## config.mk

```make
export PLATFORM = sky130hd
export DESIGN_NAME = muldiv
export DESIGN_NICKNAME = d
export VERILOG_FILES = /design/src/rtl/muldiv_pkg.sv /design/src/rtl/md_absval.sv /design/src/rtl/muldiv.sv
export SDC_FILE = /design/constraint.sdc
export NUM_CORES = 1
export LEC_CHECK = 0
export BUFFER_PORTS_ARGS = -buffer_cell sky130_fd_sc_hd__buf_2
export CORE_ASPECT_RATIO = 1.75
export CORE_UTILIZATION = 50
export CTS_BUF_LIST = sky130_fd_sc_hd__clkbuf_4
export DETAILED_ROUTE_END_ITERATION = 7
export GPL_ROUTABILITY_DRIVEN = 0
export PLACE_DENSITY = 0.72
export SLEW_MARGIN = 5
export SYNTH_ARGS = -nofsm -noshare
export SYNTH_HDL_FRONTEND = slang
export SYNTH_SLANG_ARGS = --single-unit
```

## constraint.sdc

```tcl
create_clock -name clk -period 15.72 [get_ports clk]
set_input_delay 1.572 -clock clk [delete_from_list [all_inputs] [get_ports clk]]
set_output_delay 1.572 -clock clk [all_outputs]
set_load 0.005 [all_outputs]
```

## src/rtl/muldiv_pkg.sv

```systemverilog
// Shared definitions for the iterative multiply/divide unit.
package muldiv_pkg;

    localparam int W = 32;

    typedef enum logic [1:0] {
        OP_MULTU = 2'b00,
        OP_MULT  = 2'b01,
        OP_DIVU  = 2'b10,
        OP_DIV   = 2'b11
    } md_op_e;

    typedef enum logic [1:0] {
        S_IDLE = 2'b00,
        S_MUL  = 2'b01,
        S_DIV  = 2'b10,
        S_DONE = 2'b11
    } state_e;

endpackage

```

## src/rtl/md_absval.sv

```systemverilog
// Magnitude and sign of a 32-bit operand; unsigned mode passes the value through.
module md_absval
    import muldiv_pkg::*;
(
    input  logic [W-1:0] val,
    input  logic         is_signed,
    output logic [W-1:0] mag,
    output logic         neg
);

    assign neg = is_signed & val[W-1];
    assign mag = neg ? (~val + 1'b1) : val;

endmodule

```

## src/rtl/muldiv.sv

```systemverilog
// Iterative 32-bit multiply (shift-add) and divide (restoring), one bit per cycle.
module muldiv
    import muldiv_pkg::*;
#(
    parameter int N = 64
) (
    input  logic         clk,
    input  logic         reset,
    input  logic [N-1:0] md_a,
    input  logic [N-1:0] md_b,
    input  logic [1:0]   md_op,
    input  logic         md_start,
    output logic         md_busy,
    output logic         md_done,
    output logic         div_zero,
    output logic [N-1:0] hi,
    output logic [N-1:0] lo
);

    state_e         state, state_nxt;
    logic [4:0]     cnt;
    logic [W-1:0]   opnd_r;     // multiplicand (MUL) or divisor (DIV) magnitude
    logic [W-1:0]   acc_hi;     // product high / partial remainder
    logic [W-1:0]   acc_lo;     // multiplier bits / quotient being built
    logic           neg_a_r, neg_b_r;
    logic [W-1:0]   hi_r, lo_r;
    logic           dz_r;

    logic [W-1:0]   a_w, b_w, mag_a, mag_b;
    logic           neg_a, neg_b;
    logic           is_div, start_ok, div0_in, last;
    logic           unused_upper;

    assign a_w          = md_a[W-1:0];
    assign b_w          = md_b[W-1:0];
    assign unused_upper = ^{md_a[N-1:W], md_b[N-1:W]};
    assign is_div       = md_op[1];
    assign start_ok     = md_start && (state == S_IDLE || state == S_DONE);
    assign div0_in      = is_div && (b_w == '0);
    assign last         = (cnt == 5'd31);

    md_absval u_abs_a (.val(a_w), .is_signed(md_op[0]), .mag(mag_a), .neg(neg_a));
    md_absval u_abs_b (.val(b_w), .is_signed(md_op[0]), .mag(mag_b), .neg(neg_b));

    // One iteration step for whichever operation is running
    logic [W:0]     mul_sum, div_shift;
    logic [W-1:0]   div_diff, step_hi, step_lo;
    logic [2*W-1:0] prod, prod_fix;
    logic [W-1:0]   quo_fix, rem_fix;

    // Datapath step and final sign correction
    always_comb begin
        mul_sum   = {1'b0, acc_hi} + (acc_lo[0] ? {1'b0, opnd_r} : '0);
        div_shift = {acc_hi, acc_lo[W-1]};
        div_diff  = div_shift[W-1:0] - opnd_r;
        step_hi   = '0;
        step_lo   = '0;
        if (state == S_DIV) begin
            if (div_shift >= {1'b0, opnd_r}) begin
                step_hi = div_diff;
                step_lo = {acc_lo[W-2:0], 1'b1};
            end else begin
                step_hi = div_shift[W-1:0];
                step_lo = {acc_lo[W-2:0], 1'b0};
            end
        end else begin
            step_hi = mul_sum[W:1];
            step_lo = {mul_sum[0], acc_lo[W-1:1]};
        end
        prod     = {step_hi, step_lo};
        prod_fix = (neg_a_r ^ neg_b_r) ? (~prod + 64'd1) : prod;
        quo_fix  = (neg_a_r ^ neg_b_r) ? (~step_lo + 1'b1) : step_lo;
        rem_fix  = neg_a_r ? (~step_hi + 1'b1) : step_hi;
    end

    // State register
    always_ff @(posedge clk) begin
        if (reset) state <= S_IDLE;
        else       state <= state_nxt;
    end

    // Next-state and status outputs
    always_comb begin
        state_nxt = state;
        md_busy   = 1'b0;
        md_done   = 1'b0;
        case (state)
            S_IDLE, S_DONE: begin
                md_done = (state == S_DONE);
                if (md_start) begin
                    if (!is_div)      state_nxt = S_MUL;
                    else if (div0_in) state_nxt = S_DONE;
                    else              state_nxt = S_DIV;
                end else begin
                    state_nxt = S_IDLE;
                end
            end
            S_MUL, S_DIV: begin
                md_busy = 1'b1;
                if (last) state_nxt = S_DONE;
            end
            default: state_nxt = S_IDLE;
        endcase
    end

    // Operand latch, iteration registers and result registers
    always_ff @(posedge clk) begin
        if (reset) begin
            cnt     <= '0;
            opnd_r  <= '0;
            acc_hi  <= '0;
            acc_lo  <= '0;
            neg_a_r <= 1'b0;
            neg_b_r <= 1'b0;
            hi_r    <= '0;
            lo_r    <= '0;
            dz_r    <= 1'b0;
        end else if (start_ok) begin
            cnt     <= '0;
            opnd_r  <= is_div ? mag_b : mag_a;
            acc_hi  <= '0;
            acc_lo  <= is_div ? mag_a : mag_b;
            neg_a_r <= neg_a;
            neg_b_r <= neg_b;
            if (div0_in) begin
                hi_r <= a_w;
                lo_r <= '1;
                dz_r <= 1'b1;
            end
        end else if (state == S_MUL || state == S_DIV) begin
            cnt    <= cnt + 5'd1;
            acc_hi <= step_hi;
            acc_lo <= step_lo;
            if (last) begin
                dz_r <= 1'b0;
                if (state == S_MUL) begin
                    hi_r <= prod_fix[2*W-1:W];
                    lo_r <= prod_fix[W-1:0];
                end else begin
                    hi_r <= rem_fix;
                    lo_r <= quo_fix;
                end
            end
        end
    end

    assign div_zero = dz_r;
    assign hi       = {{(N-W){1'b0}}, hi_r};
    assign lo       = {{(N-W){1'b0}}, lo_r};

endmodule
```

Yosys cells after proc, flatten, opt, wreduce, memory -nomap -nowiden. Index checks and enable logic that the tools add are counted.

Add/sub/neg operators: 8. Magnitude comparators: 1. Equal/unequal tests: 6. Multiplexer cells: 35. Bitwise logic cells: 8. Reduce and logical (&&, ||, !) cells: 12.

Operators with widths (number): $mux 32 (22); $add 32x1->32 const B (4); $not 32->32 (4); $add 64x1->64 const B (1); $mux 64 (1); $not 64->64 (1); $add 32x32->33 (1); $ge 33x32->1 (1); $logic_not 32->1 (1); $sub 32x32->32 (1); $mux 1 (8); $mux 2 (3); $reduce_or 2->1 (3); $add 5x1->5 const B (1); $eq 5x5->1 const B (1); $eq 2x2->1 const B (2); $pmux 2 s2 (1); $reduce_bool 2->1 (2); $reduce_and 3->1 (1); $and 1x1->1 (2); $eq 2x1->1 const B (1); $logic_and 1x1->1 (2); $logic_not 2->1 (1); $logic_or 1x1->1 (2); other kinds (3) (3).

Register bits: 170. Input bits: 133. Output and inout bits: 131. Logic and storage cells: 80.

Longest topological paths before layout. Gate-level depths: netlist of the first run.

Depth in word-level cells: 10. Depth in mapped cells: 22. Depth with buffers taken out: 19.

Hierarchy. From an unflattened synthesis of the first run, not the netlist that was laid out.

Cell total of the unflattened synthesis: 2144. Area total of the unflattened synthesis: 15870.2 um2.

By module, submodules not included: muldiv (instances 1, cells each 1932, area each 14456.4 um2, seq. area each 3403.3 um2); md_absval (instances 2, cells each 106, area each 706.9 um2, seq. area each 0.0 um2).

Worst setup path before layout of the first run. OpenSTA, ideal clock, no wires.

Kind: register to register. Start: register state[0]. End: register hi_r[30]. Setup time: 128 ps. Data arrival time: 4925 ps. Data required time: 15592 ps. Path slack: 10667 ps. Stages on the path, launching flop included: 23. Path buffers: 7. Period minus slack after synthesis: 5053 ps. Cells stage by stage: dfxtp_1 -> inv_1 -> ha_1 -> clkbuf_1 -> buf_2 -> buf_1 -> clkbuf_8 -> clkbuf_8 -> buf_2 -> buf_1 -> mux2_2 -> inv_1 -> ha_1 -> nand4_1 -> nor4_1 -> and4b_1 -> nand2b_1 -> nand3_1 -> nand3_1 -> o21a_1 -> o31ai_2 -> xnor2_1 -> o22ai_2.

Word-level cells in the longest chain between the ends: 9. Elaborated cells on any way between the ends: 23. Those cells by class: add/sub: 2; eq/ne: 4; mux: 8; bitwise: 2; reduce/logical: 7.

RTL lines: start, declared (line muldiv.sv:20) `state_e state, state_nxt;`; start signal, assigned (line muldiv.sv:79) `else state <= state_nxt;`; $eq 2x2->1 (line muldiv.sv:58, muldiv.sv:130); $mux 32 (line muldiv.sv:58) `if (state == S_DIV) begin`; $not 64->64 / $not 32->32 (equally long branches) (line muldiv.sv:71, muldiv.sv:73); $add 64x1->64 / $add 32x1->32 (equally long branches) (line muldiv.sv:71, muldiv.sv:73); $mux 64 / $mux 32 (equally long branches) (line muldiv.sv:71, muldiv.sv:73); $mux 32 (line muldiv.sv:136) `if (state == S_MUL) begin`; $mux 32 (line muldiv.sv:134) `if (last) begin`; $mux 32 (line muldiv.sv:130) `end else if (state == S_MUL || state == S_DIV) begin`; $mux 32 (line muldiv.sv:118) `end else if (start_ok) begin`; end signal, assigned (line muldiv.sv:126) `hi_r <= a_w;`; end signal, assigned (line muldiv.sv:137) `hi_r <= prod_fix[2*W-1:W];`; end signal, assigned (line muldiv.sv:140) `hi_r <= rem_fix;`; end, declared (line muldiv.sv:26) `logic [W-1:0] hi_r, lo_r;`.

Several ways; a longest one is shown, not always the timed one. The select of a mux whose other input is x is not followed. A chain may end at the register's enable or synchronous reset.

Final worst setup path of the first run.
Start: register opnd_r[25]. End: register hi_r[5].

Word-level cells in the longest chain between the ends: 10. Elaborated cells on any way between the ends: 15. Those cells by class: add/sub: 2; order compare: 1; mux: 10; bitwise: 2.

RTL lines: start, declared (line muldiv.sv:22) `logic [W-1:0] opnd_r;`; start signal, assigned (line muldiv.sv:120) `opnd_r <= is_div ? mag_b : mag_a;`; $ge 33x32->1 * (line muldiv.sv:59) `if (div_shift >= {1'b0, opnd_r}) begin`; $mux 1 / $mux 32 (equally long branches) (line muldiv.sv:59); $mux 32 (line muldiv.sv:58); $not 64->64 / $not 32->32 (equally long branches) (line muldiv.sv:71, muldiv.sv:73); $add 64x1->64 / $add 32x1->32 (equally long branches) (line muldiv.sv:71, muldiv.sv:73); $mux 64 / $mux 32 (equally long branches) (line muldiv.sv:71, muldiv.sv:73); $mux 32 * (line muldiv.sv:136); $mux 32 * (line muldiv.sv:134); $mux 32 * (line muldiv.sv:130); $mux 32 * (line muldiv.sv:118).

Mark *: on every way between the ends. The rest lies on a longest branch, timed or not. The select of a mux whose other input is x is not followed.

==> results by group, run 1 <==
Outcome
  • Result of the run: finished, final reports clean

Setup path
  • Path depth of the worst reg2reg path: 15
  • Worst r2r src: opnd_r[25]
  • Kind of critical path: flip-flop to flip-flop
  • Top fanout value on the critical path: 11
  • WP data required: 16.32 ns
  • Endpoint of the lowest-slack register-to-register path: hi_r[5]
  • Nature of the critical path endpoint: flip-flop
  • Max incr delay on CP: 1.12 ns
  • Slowest stage cell on the critical path: a211oi_1
  • Worst-path cell chain: inv_1 -> ha_1 -> nand4_2 -> or2_1 -> nor4_1 -> o31a_1 -> nor3_2 -> a221oi_2 -> and3_1 -> o2111a_1 -> nor2_1 -> xor2_1 -> a211oi_1 -> a21oi_1 -> nor2_1
  • Worst endpoint data arrival time: slightly above 7 ns
  • Internal reg-to-reg setup slack: 9.27 ns
  • CP most frequent cell: nor2_1
  • Crit path launch type: flip-flop

Detailed routing
  • Iteration-0 DRC Markers: 1778
  • DRC viols: 0
  • Routed vias: 16900
  • Number of detailed-route iterations in the first pass: 6
  • Total wirelength of the detailed-routed design: 60100 µm
  • Wire per inst: 22.9 µm
  • Vias per std cell: 6.43
  • Post-detailed-route count of antenna-violating nets: 0

Timing
  • Worst hold margin: 0.482 ns
  • Ratio of final minimum period to clock period: 0.410
  • Clk_skew: 0.0332 ns
  • Final Setup Violations: 0
  • Max-slew headroom: 0.0734
  • Number of max-slew violations in the final report: 0
  • Setup Total Neg Slack: 0 ns
  • Unrepaired setup endpoints after global routing: no
  • Fmax: 155 MHz
  • Measured slew at the worst slew-check pin: 1.38 ns
  • Crit path time final: 6.45 ns
  • Worst-case setup margin in the final layout: 9.27 ns
  • Hold violation total from the final report: 0

Hold path
  • Class of the tightest hold or removal check: flip-flop to flip-flop
  • End of the worst hold path: hi_r[1]
  • Number of cells traversed by the worst hold path: 2
  • HP Start: hi_r[1]

GRT
  • Grt total ovfl: 0
  • Maximum number of pins on one net before global-route repair: 96
  • Aggregate global-route resource usage: 0.373
  • First-pass GRT wire length: 91400 µm
  • Number of global-route vias before repair: 16000
  • Antenna violations before repair: 5

Synth
  • Flip-flop and latch count after synthesis: 170
  • Share of synthesized flip-flops with an asynchronous set or reset: 0
  • Mapped Cells: 2184
  • Number of warnings issued by yosys: 0
  • Count of flip-flops with a built-in enable after synthesis: 0
  • Mean instance size in the synthesized netlist: about 7.4 µm²
  • Area of the mapped netlist: ~16000 µm²
  • Share of the yosys chip area belonging to registers: 0.212
  • Number of distinct library cells after synthesis: 111
  • Prevailing post-synth register cell: dfxtp_1

Place
  • Final HPWL DP: 45900 µm
  • Worst-case setup slack after placement: 9.90 ns
  • I/O Buffers: between 100 and 150
  • Placed Instances: 2592
  • Placed inst area: 16500 µm²

Clock network
  • Insertion delay to the later sink of the worst-skew pair: 0.66 ns
  • Buffer type at the clock tree root: clkbuf_4
  • Deepest clock path buffer count: 2
  • Clock-pin slew of the registers on the worst-case setup and hold paths: ~0.16 ns
  • Number of instances resized during post-cts repair: 0
  • Clock Sinks: 170
  • Number of CTS-inserted buffers: 17
  • Cts-stage hold buffer count: 0
  • Clock tree from TritonCTS: yes
  • Number of levels in the clock H-tree: 4
  • Number of buffers inserted by post-CTS setup repair: 0

Floorplanning
  • Die footprint: 32900 µm²
  • Std-Cell Core Area: between 30000 and 40000 µm²
  • I/O pin cnt: 264
  • Initial cell density of the core: 0.510
  • Height of the chip: 239 µm
  • Row cnt: 86
  • Overall die width: 138 µm

Cells and area
  • Final standard cell utilization of the core: 0.531
  • Commonest cells after routing, fill and taps aside: nor2_1, a21oi_1, nand2_1
  • Fraction of final layout cells sized beyond drive strength 1: 0.119
  • Area Overhead vs Synth: 4.15%
  • Area of all placed cells without fillers: ~17000 µm²
  • Leading cell type in the layout, fill and taps excluded: nor2_1
  • Post-layout nets: ~2400
  • Final instance count without filler cells: 2628

Job
  • Maximum capacitance violations: 0

Pwr
  • Power after layout: 2.77 mW
  • Maximum vdd ir drop: 0.107 mV
  • Leakage power figure: between 6 and 7 nW
  • Areal power density over the cells: 166 nW/µm²
-- routing by layer --
layer	wire [µm]	share of wire	vias to the layer above	global-route usage
met5	13	0.00022	-	0
met4	7080	0.12	2	0.377
met3	4150	0.069	318	0.0601
met2	28900	0.48	885	0.624
met1	20000	0.33	7835	0.379
li1	-	-	7868	-
-- kinds of logic after synthesis --
group	count (synthesis)	share of synthesized area
other cells	1	0.000233
flops	170	0.212
compound gates	696	0.292
simple gates	752	0.223
buf+inv	280	0.0947
mux	50	0.0316
xor+xnor	160	0.0871
fa+ha+maj	75	0.0593
-- final cells by class --
class / instances / area (µm²)
tap: 396 / 495
clock buffer: 18 / 135
inverter: 71 / 267
fill: 3112 / 14800
multi-input combinational: 1797 / 11400
sequential: 170 / 3400
clock inverter: 13 / 154
timing repair buffer: 158 / 851
antenna: 5 / 12.5
-- cells in the mapped netlist (24+ instances only) --
master    count  area share
nor3_1       68       0.021
mux2i_1      44       0.027
buf_4        69       0.032
inv_1        67       0.016
o211ai_1     41       0.019
clkbuf_1    101       0.024
ha_1         73       0.057
o21ai_0     115       0.036
nand3_1      37       0.012
a21o_1       24       0.011
a31oi_1      28       0.011
xor2_1       74       0.040
and2_1       40       0.016
a21oi_1     208       0.065
a211oi_1    116       0.054
xnor2_1      86       0.047
nand2_1     195       0.046
dfxtp_1     170        0.21
nor2_1      255       0.060
-- worst max-delay path, delay by kind of cell (launching register included) --
kind                       cells  cell delay (ns)
AOI/OAI and AO/OA              5             3.02
and+or+nand+nor                7             2.15
adders and majority gates      1             0.50
DFF                            1             0.45
xor gates and xnor gates       1             0.18
buffers and inverters          1             0.07
-- how the worst max path moves through the flow --
stage | cells past startpoint | slack, ns | from | endpoint
2_1_floorplan | 22 | 10.67 | state[0] | hi_r[30]
3_3_place_gp | 20 | 9.90 | opnd_r[25] | hi_r[10]
3_5_place_dp | 20 | 9.90 | opnd_r[25] | hi_r[10]
4_1_cts | 20 | 9.80 | opnd_r[25] | hi_r[10]
5_1_grt | 15 | 9.13 | opnd_r[25] | hi_r[5]
6_report | 15 | 9.27 | opnd_r[25] | hi_r[5]
-- report_power, final --
group	internal, mW	switching, mW
clock network	0.100	0.179
registers	0.496	0.0892
logic	0.639	1.27
-- flip-flops by register name, summed over array words and instances, names as in the netlist --
register,cells
acc_hi,32
acc_lo,32
cnt,5
div_zero,1
hi_r,32
lo_r,32
neg_a_r,1
neg_b_r,1
opnd_r,32
state,2
Note: power is estimated with default switching activity, not from simulation.
==> run 2: changes to the inputs <==
==> constraint.sdc (replaced) <==
create_clock -name clk -period 6.45 [get_ports clk]
set_input_delay 0.645 -clock clk [delete_from_list [all_inputs] [get_ports clk]]
set_output_delay 0.645 -clock clk [all_outputs]
set_load 0.005 [all_outputs]
==> run 2 against run 1 <==
Against the previous run:
- clock skew up 0.0064 ns
- setup slack worse by 8.8 ns
- critical path depth unchanged
- wire length up 4.7%
- sequential share of layout area about the same
- via count up 2.5%
- global-route usage up 1.4 points
- combinational power up 150%
- highest routed layer unchanged
- sequential power up 140%
- critical endpoint unchanged
==> results by group, run 2 (synthesis gave the netlist of run 1 again) <==
Outcome
  • Result of the run: finished, final reports clean (unchanged)

Pwr
  • Power after layout: 6.83 mW (was 2.77 mW)
  • Areal power density over the cells: 407 nW/µm² (was 166 nW/µm²)
  • Maximum vdd ir drop: 0.233 mV (was 0.107 mV)
  • Leakage power figure: 6.83 nW (was 6.81 nW)

Place
  • I/O Buffers: 135 (unchanged)
  • Placed Instances: 2601 (was 2592)
  • Final HPWL DP: 47100 µm (was 45900 µm)
  • Placed inst area: 16500 µm² (about the same)

Setup path
  • Nature of the critical path endpoint: flip-flop (unchanged)
  • Slowest stage cell on the critical path: a211oi_1 (unchanged)
  • Worst-path cell chain: inv_1 -> ha_1 -> nand4_2 -> or2_1 -> nor4_1 -> o31a_1 -> nor2_4 -> a311oi_2 -> and3_1 -> o2111a_1 -> nor2_1 -> xor2_1 -> a211oi_1 -> a21oi_1 -> nor2_1 (was inv_1 -> ha_1 -> nand4_2 -> or2_1 -> nor4_1 -> o31a_1 -> nor3_2 -> a221oi_2 -> and3_1 -> o2111a_1 -> nor2_1 -> xor2_1 -> a211oi_1 -> a21oi_1 -> nor2_1)
  • Total buffers and inverters traversed by the critical path: 1 (unchanged)
  • Kind of critical path: flip-flop to flip-flop (unchanged)
  • CP most frequent cell: nor2_1 (unchanged)
  • Crit path launch type: flip-flop (unchanged)
  • Category of cells accounting for the largest share of critical-path delay: compound AO/OA/AOI/OAI gates (unchanged)
  • Top fanout value on the critical path: 27 (was 11)
  • Max incr delay on CP: 0.98 ns (was 1.12 ns)
  • Worst endpoint data arrival time: 6.60 ns (was 7.05 ns)
  • WP data required: 7.08 ns (was 16.32 ns)

Detailed routing
  • Vias per std cell: 6.58 (was 6.43)
  • Iteration-0 DRC Markers: 1771 (was 1778)
  • Routed vias: 17300 (was 16900)
  • Number of detailed-route iterations in the first pass: 7 (was 6)
  • DRC viols: 0 (unchanged)
  • Wire per inst: 23.9 µm (was 22.9 µm)
  • Post-detailed-route count of antenna-violating nets: 0 (unchanged)
  • Total wirelength of the detailed-routed design: 62900 µm (was 60100 µm)

Clock network
  • Number of instances resized during post-cts repair: 0 (unchanged)
  • Buffer type at the clock tree root: clkbuf_4 (unchanged)
  • Clock tree from TritonCTS: yes (unchanged)
  • Clock-pin slew of the registers on the worst-case setup and hold paths: 0.16 ns (about the same)
  • Insertion delay to the later sink of the worst-skew pair: 0.68 ns (was 0.66 ns)
  • Number of levels in the clock H-tree: 4 (unchanged)
  • Number of buffers inserted by post-CTS setup repair: 0 (unchanged)
  • Cts-stage hold buffer count: 0 (unchanged)
  • Number of CTS-inserted buffers: 17 (unchanged)
  • Deepest clock path buffer count: 2 (unchanged)
  • Clock Sinks: 170 (unchanged)

Cells and area
  • Area of all placed cells without fillers: 16800 µm² (about the same)
  • Post-layout nets: 2432 (was 2423)
  • Fraction of final layout cells sized beyond drive strength 1: 0.123 (was 0.119)
  • Commonest cells after routing, fill and taps aside: nor2_1, a21oi_1, nand2_1 (unchanged)
  • Final instance count without filler cells: 2634 (was 2628)
  • Filler Cells Inserted: 3077 (was 3112)
  • Area Overhead vs Synth: 4.39% (was 4.15%)
  • Leading cell type in the layout, fill and taps excluded: nor2_1 (unchanged)

Timing
  • Ratio of final minimum period to clock period: 0.926 (was 0.410)
  • Max-slew headroom: 0.129 (was 0.0734)
  • Crit path time final: 5.97 ns (was 6.45 ns)
  • Measured slew at the worst slew-check pin: 1.30 ns (was 1.38 ns)
  • Fmax: 167 MHz (was 155 MHz)
  • Unrepaired setup endpoints after global routing: no (unchanged)
  • Final Setup Violations: 0 (unchanged)
  • Clk_skew: 0.0396 ns (was 0.0332 ns)
  • Setup Total Neg Slack: 0 ns (unchanged)
  • Number of max-slew violations in the final report: 0 (unchanged)
  • Hold violation total from the final report: 0 (unchanged)

Floorplanning
  • Height of the chip: 239 µm (unchanged)
  • Initial cell density of the core: 0.510 (unchanged)
  • Row cnt: 86 (unchanged)
  • Std-Cell Core Area: 31500 µm² (unchanged)
  • Die footprint: 32900 µm² (unchanged)
  • I/O pin cnt: 264 (unchanged)
  • Overall die width: 138 µm (unchanged)

GRT
  • Number of global-route vias before repair: 16100 (was 16000)
  • Aggregate global-route resource usage: 0.386 (was 0.373)
  • Grt total ovfl: 0 (unchanged)
  • Antenna violations before repair: 6 (was 5)
  • Maximum number of pins on one net before global-route repair: 73 (was 96)
  • First-pass GRT wire length: 93700 µm (was 91400 µm)

Hold path
  • Class of the tightest hold or removal check: input port to flip-flop (was flip-flop to flip-flop)

Job
  • Maximum capacitance violations: 0 (unchanged)
run 2: cell types whose count changed in the layout (fill, tap and decap cells not counted), sizes merged:
cell,delta
bufinv,-1
diode,-3
clkinvlp,+2
clkinv,+3
buf,+9
inv,-3
clkbuf,-1
run 2: layout make-up:
class	count	area, µm²	share of cell area
clock inverter	14	139	0.00827
sequential	170	3400	0.203
tap	396	495	0.0295
antenna	2	5.00	0.000298
clock buffer	17	128	0.00760
multi-input combinational	1797	11400	0.681
timing repair buffer	167	918	0.0547
inverter	71	267	0.0159
run 2: stage by stage:
| step | hold slack, ns | setup slack, ns | utilization |
|---|---|---|---|
| after CTS | 0.278 | 0.831 | 0.532 |
| after global placement | 0.452 | 0.988 | 0.524 |
| after global routing | 0.296 | 0.332 | 0.532 |
| after detailed placement | 0.461 | 0.851 | 0.524 |
| final | 0.303 | 0.476 | 0.533 |
| after floorplan | 0.440 | 1.40 | - |
run 2: path summary, 6_finish.rpt:
kind | start | to | slack, ns | depth (start not counted)
max reg2reg | opnd_r[25] | hi_r[5] | 0.48 | 15
min | md_a[23] | hi_r[23] | 0.30 | 3
max | opnd_r[25] | hi_r[5] | 0.48 | 15
min reg2reg | opnd_r[4] | opnd_r[4] | 0.48 | 2
run 2: per-layer routing:
metal	part of all wire	global-route usage
met2	0.48	0.645
met4	0.10	0.360
met1	0.33	0.404
met5	0.00064	0
met3	0.080	0.0665
run 2: worst register-to-register path, stage by stage, from the launching register on:
cell and delay, ns:
dfxtp_1 0.41, inv_1 0.06, ha_1 0.50, nand4_2 0.24
or2_1 0.31, nor4_1 0.69, o31a_1 0.69, nor2_4 0.31
a311oi_2 0.54, and3_1 0.38, o2111a_1 0.34, nor2_1 0.08
xor2_1 0.20, a211oi_1 0.98, a21oi_1 0.08, nor2_1 0.12
run 2: report_power, final:
| part | internal (mW) | switching, mW | total (mW) | leakage, nW |
|---|---|---|---|---|
| Combinational | 1.58 | 3.17 | 4.76 | 5.31 |
| Sequential | 1.21 | 0.219 | 1.43 | 1.38 |
| Clock | 0.197 | 0.449 | 0.647 | 0.141 |
| Total | 2.99 | 3.84 | 6.83 | 6.83 |
==> run 3: changes to the inputs <==
--- a/config.mk
+++ b/config.mk
@@ -6,12 +6,14 @@
 export NUM_CORES = 1
 export LEC_CHECK = 0
 export BUFFER_PORTS_ARGS = -buffer_cell sky130_fd_sc_hd__buf_2
+export CELL_PAD_IN_SITES_DETAIL_PLACEMENT = 0
+export CELL_PAD_IN_SITES_GLOBAL_PLACEMENT = 1
 export CORE_ASPECT_RATIO = 1.75
-export CORE_UTILIZATION = 50
+export CORE_UTILIZATION = 39
 export CTS_BUF_LIST = sky130_fd_sc_hd__clkbuf_4
 export DETAILED_ROUTE_END_ITERATION = 7
 export GPL_ROUTABILITY_DRIVEN = 0
-export PLACE_DENSITY = 0.72
+export PLACE_DENSITY_LB_ADDON = 0.1
 export SLEW_MARGIN = 5
 export SYNTH_ARGS = -nofsm -noshare
 export SYNTH_HDL_FRONTEND = slang
==> constraint.sdc (replaced) <==
create_clock -name clk -period 5.31 [get_ports clk]
set_input_delay 0.531 -clock clk [delete_from_list [all_inputs] [get_ports clk]]
set_output_delay 0.531 -clock clk [all_outputs]
set_load 0.005 [all_outputs]
==> run 3 against run 2 <==
Against the previous run:
- setup slack got worse by 0.17 ns
- clock skew fell by 0.0053 ns
- wire length up 12%
- non-clock buffer count up 99
- clock power rose by 39%
- sequential share of layout area shrank 1.2 points
- worst hold slack worse by 0.086 ns
- count of clock-buffer cells in the layout unchanged
- cell area rose by 6.1%
==> results by group, run 3 (synthesis gave the netlist of run 1 again) <==
Timing
  • Final Setup Violations: 0 (unchanged)
  • Ratio of final minimum period to clock period: 0.942 (was 0.926)
  • Unrepaired setup endpoints after global routing: no (unchanged)
  • Max-slew headroom: 0.118 (was 0.129)
  • Setup Total Neg Slack: 0 ns (unchanged)
  • Clk_skew: 0.0343 ns (was 0.0396 ns)
  • Measured slew at the worst slew-check pin: 1.31 ns (was 1.30 ns)
  • Crit path time final: 5.00 ns (was 5.97 ns)
  • Number of max-slew violations in the final report: 0 (unchanged)
  • Hold violation total from the final report: 0 (unchanged)
  • Fmax: 200 MHz (was 167 MHz)

Pwr
  • Areal power density over the cells: 513 nW/µm² (was 407 nW/µm²)
  • Maximum vdd ir drop: 0.264 mV (was 0.233 mV)
  • Switching power as a share of total power: 0.544 (was 0.562)
  • Net switching power figure: 4.98 mW (was 3.84 mW)
  • Clock network fraction of total power: 0.098 (was 0.095)
  • Power after layout: 9.15 mW (was 6.83 mW)
  • Fraction of power consumed by sequential logic: 0.187 (was 0.209)
  • Leakage power figure: 7.35 nW (was 6.83 nW)
  • Internal cell power: 4.17 mW (was 2.99 mW)
  • Combinational group share of total power: 0.715 (was 0.696)

Setup path
  • Kind of critical path: flip-flop to flip-flop (unchanged)
  • WP data required: 5.83 ns (was 7.08 ns)
  • Category of cells accounting for the largest share of critical-path delay: compound AO/OA/AOI/OAI gates (unchanged)
  • Worst endpoint data arrival time: 5.52 ns (was 6.60 ns)
  • Worst-path cell chain: ha_1 -> a21oi_1 -> o21ai_0 -> nor4b_1 -> buf_4 -> o31ai_4 -> a31oi_1 -> inv_1 -> ha_1 -> nand4_1 -> nor4_2 -> and4b_1 -> nand2b_1 -> nand3_1 -> nand3_1 -> o21a_1 -> o31ai_2 -> xnor2_1 -> o22ai_2 (was inv_1 -> ha_1 -> nand4_2 -> or2_1 -> nor4_1 -> o31a_1 -> nor2_4 -> a311oi_2 -> and3_1 -> o2111a_1 -> nor2_1 -> xor2_1 -> a211oi_1 -> a21oi_1 -> nor2_1)
  • Max incr delay on CP: 0.50 ns (was 0.98 ns)
  • Total buffers and inverters traversed by the critical path: 2 (was 1)
  • Slowest stage cell on the critical path: dfxtp_1 (was a211oi_1)
  • Top fanout value on the critical path: 8 (was 27)
  • Crit path launch type: flip-flop (unchanged)
  • Nature of the critical path endpoint: flip-flop (unchanged)

Floorplanning
  • Initial cell density of the core: 0.395 (was 0.510)
  • Row cnt: 98 (was 86)
  • Die footprint: 42100 µm² (was 32900 µm²)
  • I/O pin cnt: 264 (unchanged)
  • Overall die width: 156 µm (was 138 µm)
  • Height of the chip: 271 µm (was 239 µm)
  • Std-Cell Core Area: 40700 µm² (was 31500 µm²)

Detailed routing
  • Wire per inst: 24.4 µm (was 23.9 µm)
  • Routed vias: 17000 (was 17300)
  • Post-detailed-route count of antenna-violating nets: 0 (unchanged)
  • Number of detailed-route iterations in the first pass: 5 (was 7)
  • Vias per std cell: 5.90 (was 6.58)
  • DRC viols: 0 (unchanged)
  • Iteration-0 DRC Markers: 1008 (was 1771)
  • Total wirelength of the detailed-routed design: 70600 µm (was 62900 µm)

Cells and area
  • Commonest cells after routing, fill and taps aside: nor2_1, a21oi_1, nand2_1 (unchanged)
  • Leading cell type in the layout, fill and taps excluded: nor2_1 (unchanged)
  • Area Overhead vs Synth: 10.8% (was 4.39%)
  • Filler Cells Inserted: 4474 (was 3077)
  • Post-layout nets: 2531 (was 2432)
  • Fraction of final layout cells sized beyond drive strength 1: 0.161 (was 0.123)

Place
  • I/O Buffers: 135 (unchanged)
  • Final HPWL DP: 56200 µm (was 47100 µm)

Outcome
  • Result of the run: finished, final reports clean (unchanged)

GRT
  • Antenna violations before repair: 2 (was 6)
  • Grt total ovfl: 0 (unchanged)
  • First-pass GRT wire length: 103000 µm (was 93700 µm)
  • Number of global-route vias before repair: 16800 (was 16100)
  • Maximum number of pins on one net before global-route repair: 89 (was 73)
  • Aggregate global-route resource usage: 0.334 (was 0.386)

Clock network
  • Deepest clock path buffer count: 2 (unchanged)
  • Clock Sinks: 170 (unchanged)
  • Buffer type at the clock tree root: clkbuf_4 (unchanged)
  • Number of CTS-inserted buffers: 17 (unchanged)
  • Clock tree from TritonCTS: yes (unchanged)
  • Number of levels in the clock H-tree: 4 (unchanged)
  • Insertion delay to the later sink of the worst-skew pair: 0.67 ns (was 0.68 ns)
  • Clock-pin slew of the registers on the worst-case setup and hold paths: 0.19 ns (was 0.16 ns)

Job
  • Maximum capacitance violations: 0 (unchanged)

Hold path
  • Class of the tightest hold or removal check: input port to flip-flop (unchanged)
[run 3: cell types whose count changed in the layout (fill, tap and decap cells not counted), moves of 2 or more]
cell	change
buf_4	+98
clkinvlp_4	-2
clkinv_2	-2
clkinv_4	-2
clkinv_8	+4
inv_8	+3
[run 3: area by class of cell]
cell class              count  area [µm²]  area share
clock inverters            15         208      0.0117
flip-flops and latches    170        3400       0.191
well taps                 550         688      0.0386
inverters                  71         267      0.0150
clock buffers              17         128     0.00716
repair buffers            266        1670      0.0940
diodes                      2        5.00    0.000281
multi-input cells        1797       11400       0.642
[run 3: worst min-delay path, cell delays in order]
cell,delay (ns)
buf_2,0.14
nand2_1,0.08
a311oi_1,0.08
[run 3: final timing paths]
kind / start / to / slack, ns / cells after the start
min reg2reg: opnd_r[2] / opnd_r[2] / 0.48 / 2
max reg2reg: acc_hi[5] / hi_r[30] / 0.31 / 19
min: md_a[4] / hi_r[4] / 0.22 / 3
max: acc_hi[5] / hi_r[30] / 0.31 / 19
[run 3: power by group through the flow]
stage | clock network, mW | registers (mW) | logic (mW)
detailed placement | 0 | 1.73 | 6.42
global route | 0.966 | 1.73 | 6.97
CTS | 0.917 | 1.70 | 6.46
finish | 0.899 | 1.71 | 6.54
global placement | 0 | 1.73 | 6.42
floorplan | 0 | 1.64 | 4.09
[run 3: what timing repair did]
item,in CTS,in global routing
setup endpoints to repair,0,2
hold buffers,0,0
endpoints found under the hold margin,0,0
setup buffers,0,0
gates resized for setup,0,2
[run 3: metal layers]
layer	part of all wire	GRT usage	wire (µm)
met1	0.35	0.328	24500
met2	0.52	0.618	36700
met3	0.040	0.0372	2840
met4	0.093	0.280	6540
met5	0	0	0
[run 3: through the flow]
| stage | hold WS, ns | utilization | instances | cell area (µm²) | worst slack, ns |
|---|---|---|---|---|---|
| 6_report | 0.217 | 0.438 | 2888 | 17800 | 0.306 |
| 5_1_grt | 0.212 | 0.438 | 2888 | 17800 | 0.0447 |
| 4_1_cts | 0.173 | 0.437 | 2886 | 17800 | 0.305 |
| 3_5_place_dp | 0.463 | 0.429 | 2854 | 17500 | 0.350 |
| 3_3_place_gp | 0.456 | 0.429 | 2854 | 17500 | 0.323 |
| 2_1_floorplan | 0.440 | - | 2247 | 16300 | 0.257 |
